[config.mk]
export PLATFORM = sky130hd
export DESIGN_NAME = timebase_scheduler_flat
export DESIGN_NICKNAME = d
export VERILOG_FILES = /design/src/rtl/timebase_scheduler_if.sv /design/src/rtl/timebase_scheduler.sv /design/src/flat_wrapper.sv
export SDC_FILE = /design/constraint.sdc
export NUM_CORES = 1
export LEC_CHECK = 0
export CAP_MARGIN = 30
export CORE_MARGIN = 1
export CORE_UTILIZATION = 40
export CTS_BUF_LIST = sky130_fd_sc_hd__clkbuf_2
export DETAILED_ROUTE_END_ITERATION = 6
export GPL_ROUTABILITY_DRIVEN = 0
export GPL_TIMING_DRIVEN = 0
export PLACE_DENSITY_LB_ADDON = 0.08
export SLEW_MARGIN = 30
export SYNTH_ARGS = -nofsm -noshare
export SYNTH_HDL_FRONTEND = slang
export SYNTH_SLANG_ARGS = --single-unit
export TNS_END_PERCENT = 100
[constraint.sdc]
create_clock -name clk -period 3.7 [get_ports clk]
set_clock_uncertainty 0.1 [all_clocks]
set_input_delay 0.37 -clock clk [delete_from_list [all_inputs] [get_ports clk]]
set_output_delay 0.37 -clock clk [all_outputs]
set_load 0.005 [all_outputs]
[src/rtl/timebase_scheduler_if.sv]
// Control and status bundle for the timebase scheduler: run/mode/resync
// controls in, tick pulses, counters and display-select out.
interface timebase_scheduler_if;
  logic       en;
  logic       fast;
  logic       resync;
  logic       tick_1hz;
  logic       tick_2hz;
  logic       blink;
  logic [5:0] sec_cnt;
  logic       tick_min;
  logic       tick_refresh;
  logic [1:0] mux_sel;

  modport master (
    output en, fast, resync,
    input  tick_1hz, tick_2hz, blink, sec_cnt, tick_min, tick_refresh, mux_sel
  );

  modport slave (
    input  en, fast, resync,
    output tick_1hz, tick_2hz, blink, sec_cnt, tick_min, tick_refresh, mux_sel
  );
endinterface

[src/rtl/timebase_scheduler.sv]
// Second/half-second timebase with seconds counter, blink level and a
// free-running display refresh prescaler driving the digit select.
module timebase_scheduler #(
  parameter int unsigned SEC_DIV     = 100000000,
  parameter int unsigned FAST_DIV    = 1000000,
  parameter int unsigned REFRESH_DIV = 100000
) (
  input  logic                 clk,
  input  logic                 rst,
  timebase_scheduler_if.slave  bus
);

  localparam int unsigned RW = (REFRESH_DIV > 1) ? $clog2(REFRESH_DIV) : 1;

  localparam logic [31:0]   SEC_LAST  = 32'(SEC_DIV - 1);
  localparam logic [31:0]   SEC_HALF  = 32'(SEC_DIV / 2 - 1);
  localparam logic [31:0]   FAST_LAST = 32'(FAST_DIV - 1);
  localparam logic [31:0]   FAST_HALF = 32'(FAST_DIV / 2 - 1);
  localparam logic [RW-1:0] REF_LAST  = RW'(REFRESH_DIV - 1);

  logic [31:0]   pre;
  logic [31:0]   period_last;
  logic [31:0]   half_last;
  logic [RW-1:0] ref_cnt;

  always_comb begin
    period_last = SEC_LAST;
    half_last   = SEC_HALF;
    if (bus.fast) begin
      period_last = FAST_LAST;
      half_last   = FAST_HALF;
    end
  end

  // Refresh path ignores en/fast/resync so the display never stalls.
  always_ff @(posedge clk) begin
    if (!rst) begin
      ref_cnt          <= '0;
      bus.tick_refresh <= 1'b0;
      bus.mux_sel      <= '0;
    end else if (ref_cnt == REF_LAST) begin
      ref_cnt          <= '0;
      bus.tick_refresh <= 1'b1;
      bus.mux_sel      <= bus.mux_sel + 2'd1;
    end else begin
      ref_cnt          <= ref_cnt + RW'(1);
      bus.tick_refresh <= 1'b0;
    end
  end

  // >= on the terminal compare catches a period shortened by fast mid-count.
  always_ff @(posedge clk) begin
    if (!rst) begin
      pre          <= '0;
      bus.tick_1hz <= 1'b0;
      bus.tick_2hz <= 1'b0;
      bus.tick_min <= 1'b0;
      bus.blink    <= 1'b0;
      bus.sec_cnt  <= '0;
    end else if (bus.resync) begin
      pre          <= '0;
      bus.tick_1hz <= 1'b0;
      bus.tick_2hz <= 1'b0;
      bus.tick_min <= 1'b0;
      bus.blink    <= 1'b0;
    end else if (!bus.en) begin
      bus.tick_1hz <= 1'b0;
      bus.tick_2hz <= 1'b0;
      bus.tick_min <= 1'b0;
    end else if (pre >= period_last) begin
      pre          <= '0;
      bus.tick_1hz <= 1'b1;
      bus.tick_2hz <= 1'b1;
      bus.blink    <= ~bus.blink;
      if (bus.sec_cnt == 6'd59) begin
        bus.sec_cnt  <= '0;
        bus.tick_min <= 1'b1;
      end else begin
        bus.sec_cnt  <= bus.sec_cnt + 6'd1;
        bus.tick_min <= 1'b0;
      end
    end else if (pre == half_last) begin
      pre          <= pre + 32'd1;
      bus.tick_1hz <= 1'b0;
      bus.tick_2hz <= 1'b1;
      bus.tick_min <= 1'b0;
      bus.blink    <= ~bus.blink;
    end else begin
      pre          <= pre + 32'd1;
      bus.tick_1hz <= 1'b0;
      bus.tick_2hz <= 1'b0;
      bus.tick_min <= 1'b0;
    end
  end

endmodule

[src/flat_wrapper.sv]
// flat-port wrapper written by rule: the top's interface ports become plain ports
module timebase_scheduler_flat 
#(
  parameter int unsigned SEC_DIV     = 100000000,
  parameter int unsigned FAST_DIV    = 1000000,
  parameter int unsigned REFRESH_DIV = 100000
)
  (clk, rst, bus_en, bus_fast, bus_resync, bus_tick_1hz, bus_tick_2hz, bus_blink, bus_sec_cnt, bus_tick_min, bus_tick_refresh, bus_mux_sel);
  timebase_scheduler_if bus_i ();
  input  logic clk;
  input  logic rst;
  input wire logic [$bits(bus_i.en)-1:0] bus_en;
  input wire logic [$bits(bus_i.fast)-1:0] bus_fast;
  input wire logic [$bits(bus_i.resync)-1:0] bus_resync;
  output wire logic [$bits(bus_i.tick_1hz)-1:0] bus_tick_1hz;
  output wire logic [$bits(bus_i.tick_2hz)-1:0] bus_tick_2hz;
  output wire logic [$bits(bus_i.blink)-1:0] bus_blink;
  output wire logic [$bits(bus_i.sec_cnt)-1:0] bus_sec_cnt;
  output wire logic [$bits(bus_i.tick_min)-1:0] bus_tick_min;
  output wire logic [$bits(bus_i.tick_refresh)-1:0] bus_tick_refresh;
  output wire logic [$bits(bus_i.mux_sel)-1:0] bus_mux_sel;
  assign bus_i.en = bus_en;
  assign bus_i.fast = bus_fast;
  assign bus_i.resync = bus_resync;
  assign bus_tick_1hz = bus_i.tick_1hz;
  assign bus_tick_2hz = bus_i.tick_2hz;
  assign bus_blink = bus_i.blink;
  assign bus_sec_cnt = bus_i.sec_cnt;
  assign bus_tick_min = bus_i.tick_min;
  assign bus_tick_refresh = bus_i.tick_refresh;
  assign bus_mux_sel = bus_i.mux_sel;
  timebase_scheduler #(.SEC_DIV(SEC_DIV), .FAST_DIV(FAST_DIV), .REFRESH_DIV(REFRESH_DIV)) u_core (.clk(clk), .rst(rst), .bus(bus_i));
endmodule
==> reports/qor.yml <==
crit_family: "buffers and inverters"
clock_tree.htree_level_count: 3
tritoncts: "done"
path_depth: 11
ys_seq_area_frac: 0.3995
timing.final.hold_violations: 0
drcViolationCount: 0
largest_net_degree_at_the_start_of_global_routing: 15
crit_chain: "dlymetal6s2s_1 > inv_1 > ha_1 > a211oi_1 > a21oi_1 > a311oi_2 > nor4_4 > nor2_2 > nand2_1 > clkbuf_1 > nor2_1"
depth_of_the_worst_register_to_register_path: 9
detail_route.wl_per_cell_um: 13.43
critical_path.max_fanout: 14
portBuffers: 15
post-route-period-util: 0.8373
yosys_register_bits: 62
cts_num_sinks: 62
status: "finished, final reports clean"
dpl.hpwl_mm: 4.711
grt_util_all_layers: 0.1730
post_dp_cell_area_mm2: 0.003381
cts_max_path_buffers: 2
critical-path-max-stage-delay_ps: 490
post_synthesis_simple_gate_area_fraction: 0.3081
via_count: 2579
synth.cell_area_mm2: 0.003107
final_cell_mix: "dfxtp_1, nor2_1, nand3_1"
netlist_top_cells_area: "dfxtp_1, xor2_1, nor2_1"
clkTransAtPathRegs_ps: 190
minimum_period_implied_by_the_final_worst_setup_slack_ps: 3098
placeable_core_area_mm2: 0.007370
yosys_warnings: 0
total_inserted_antenna_cells: 0
tightest_pin_transition_ps: 866.5
drt_iter0_markers: 123
synthCells: 360
met3_capacity_usage_during_global_routing: 0.05753
crit_required_ps: 4050
numCtsBuffers: 9
clk_latency_ps: 510
min_path_cells: 3
postSynth.asyncResetShare: 0
grt_overflow_total: 0
postLayoutCellArea_mm2: 0.003538
setup_violation_total_in_the_final_timing_report: 0
post-synth-top-area-cell: "dfxtp_1"
final-max-slew-violation-count: 0
ant_nets: 0
drv.max_cap_violation_count: 0
initial_core_util: 0.4216
critical_path_arrival_ps: 3450
crit_path_end_kind: "flip-flop"
area_delta_synth_final_pct: 13.89
static-leakage-power_nw: 1.269
route.final.wire_length_mm: 6.581
width_of_the_die_um: 90.13
critical_path_buf_inv_count: 3
antenna_found_initial: 0
rsz0062_at_grt: "false"
grt_pass1_wl_mm: 11.38
final_common_cell: "dfxtp_1"
netlist.area_leader.share: 0.3995
pwr_density_cell_mw_per_mm2: 343.8
ctsRootBufferMaster: "clkbuf_2"
setup-tns-final_ps: 0
crit_type: "primary input to flip-flop"
cts_setup_buffers: 0
hold_path_class: "primary input to flip-flop"
synthesized_area_fraction_occupied_by_adder_cells: 0.06444
ir_drop_mv: 0.1913
post_place_cells: 474
hold-worst-slack_ps: 142.9
postLayoutCoreUtil: 0.4801
synth_edf_count: 0
met2_usage: 0.2468
chipHeight_um: 90.13
setup.worst_path.start_class: "primary input"
holdBufCountCts: 0
synth_xor_area_frac: 0.1156
place_ws_ps: -482.4
synth.area.mux_share: 0.009666
drt_pre_antenna_iters: 4
fin_total_pwr_mw: 1.216
ys.flop_type: "dfxtp_1"
cpMaxStageDelayCell: "dlymetal6s2s_1"
pin_count: 18
gr-max-usage-layer: "met2"
synthDistinctLibCells: 51
maxSlewHeadroom: 0.4170
post_route_cells_drive_above_1_share: 0.06905
synth_fp_nets: 381
total_die_area_mm2: 0.008123
avgSynthCellArea_um2: 8.630
routed_via_density: 5.263
synth-compound-area-share: 0.08337
main_combinational_cell_family_by_area_after_synthesis: "simple AND/OR/NAND/NOR gates"
peak_clock_frequency_supported_by_timing_mhz: 322.8
nNetsFinal: 407
grt_pass1_vias: 2403
groute.layer.met1.usage: 0.2441
instances_no_fill: 490
core.rowCount: 31
setup_slack_ps: 602.1
cell usage after synthesis (2+ instances only):
cell type / count
nand2b_1: 2
nor2_1: 57
dfxtp_1: 62
inv_1: 7
o211ai_1: 4
a31oi_1: 4
nand3_1: 29
o41ai_1: 2
o21ai_0: 8
and2_1: 6
nand3b_1: 3
o31ai_1: 2
nor3_1: 6
ha_1: 16
or3_1: 5
nor2b_1: 2
a21oi_1: 7
clkbuf_1: 9
nand4_1: 9
xor2_1: 27
nand4b_1: 2
and3_1: 12
nor4b_1: 4
a211oi_1: 2
xnor2_1: 14
mux2i_1: 3
o22ai_1: 2
nand2_1: 27
nor3b_1: 2
nor4_1: 4
cell type report:
cell class / count / area [um^2]
Clock inverter: 7 / 97.59
Multi-Input combinational cell: 282 / 1818
Fill cell: 750 / 3831
Inverter: 7 / 26.28
Timing Repair Buffer: 15 / 152.6
Tap cell: 99 / 123.9
Clock buffer: 9 / 45.04
Buffer: 9 / 33.78
Sequential cell: 62 / 1241
worst register-to-register path, delay by kind of cell (launching register included):
kind	cells	cell delay, ps
AO/OA/AOI/OAI	3	870
adder cells (fa/ha/maj)	1	280
buffers and inverters	1	320
flip-flops	1	470
AND/OR/NAND/NOR	4	850
sequential cells by signal (all words and copies together), names as in the netlist:
name / cells
u_core.bus.tick_refresh: 1
u_core.bus.tick_min: 1
u_core.bus.sec_cnt: 6
u_core.bus.tick_2hz: 1
u_core.ref_cnt: 17
u_core.bus.tick_1hz: 1
u_core.pre: 32
u_core.bus.mux_sel: 2
u_core.bus.blink: 1
power by group:
part / internal, mW / leakage [nW] / switching (mW)
logic: 0.0133 / 0.690 / 0.0288
registers: 0.672 / 0.500 / 0.00291
clock network: 0.225 / 0.0785 / 0.274
path summary, 6_finish.rpt:
kind	slack [ps]	start	endpoint
min	140	bus_en	u_core.pre[1]
min reg2reg	390	u_core.ref_cnt[0]	u_core.ref_cnt[0]
max reg2reg	750	u_core.pre[9]	u_core.pre[30]
max	600	bus_fast	u_core.pre[30]
metal layers:
| metal | vias to the layer above | share of wire |
|---|---|---|
| met2 | 53 | 0.41 |
| met3 | 9 | 0.049 |
| met1 | 1187 | 0.53 |
| li1 | 1330 | - |
| met5 | - | 0 |
| met4 | 0 | 0.011 |
cell families after synthesis:
logic type                 Yosys count
buffers and inverters               16
xor gates and xnor gates            41
DFF                                 62
and+or+nand+nor                    183
adders and majority gates           16
AOI/OAI and AO/OA                   39
muxes                                3
timing repair:
| item | 4_1_cts | 5_1_grt |
|---|---|---|
| setup endpoints to repair | 0 | 20 |
| endpoints found under the hold margin | 0 | 0 |
| resized for setup | 0 | 2 |
No activity file was read; power rests on OpenSTA's default activity.
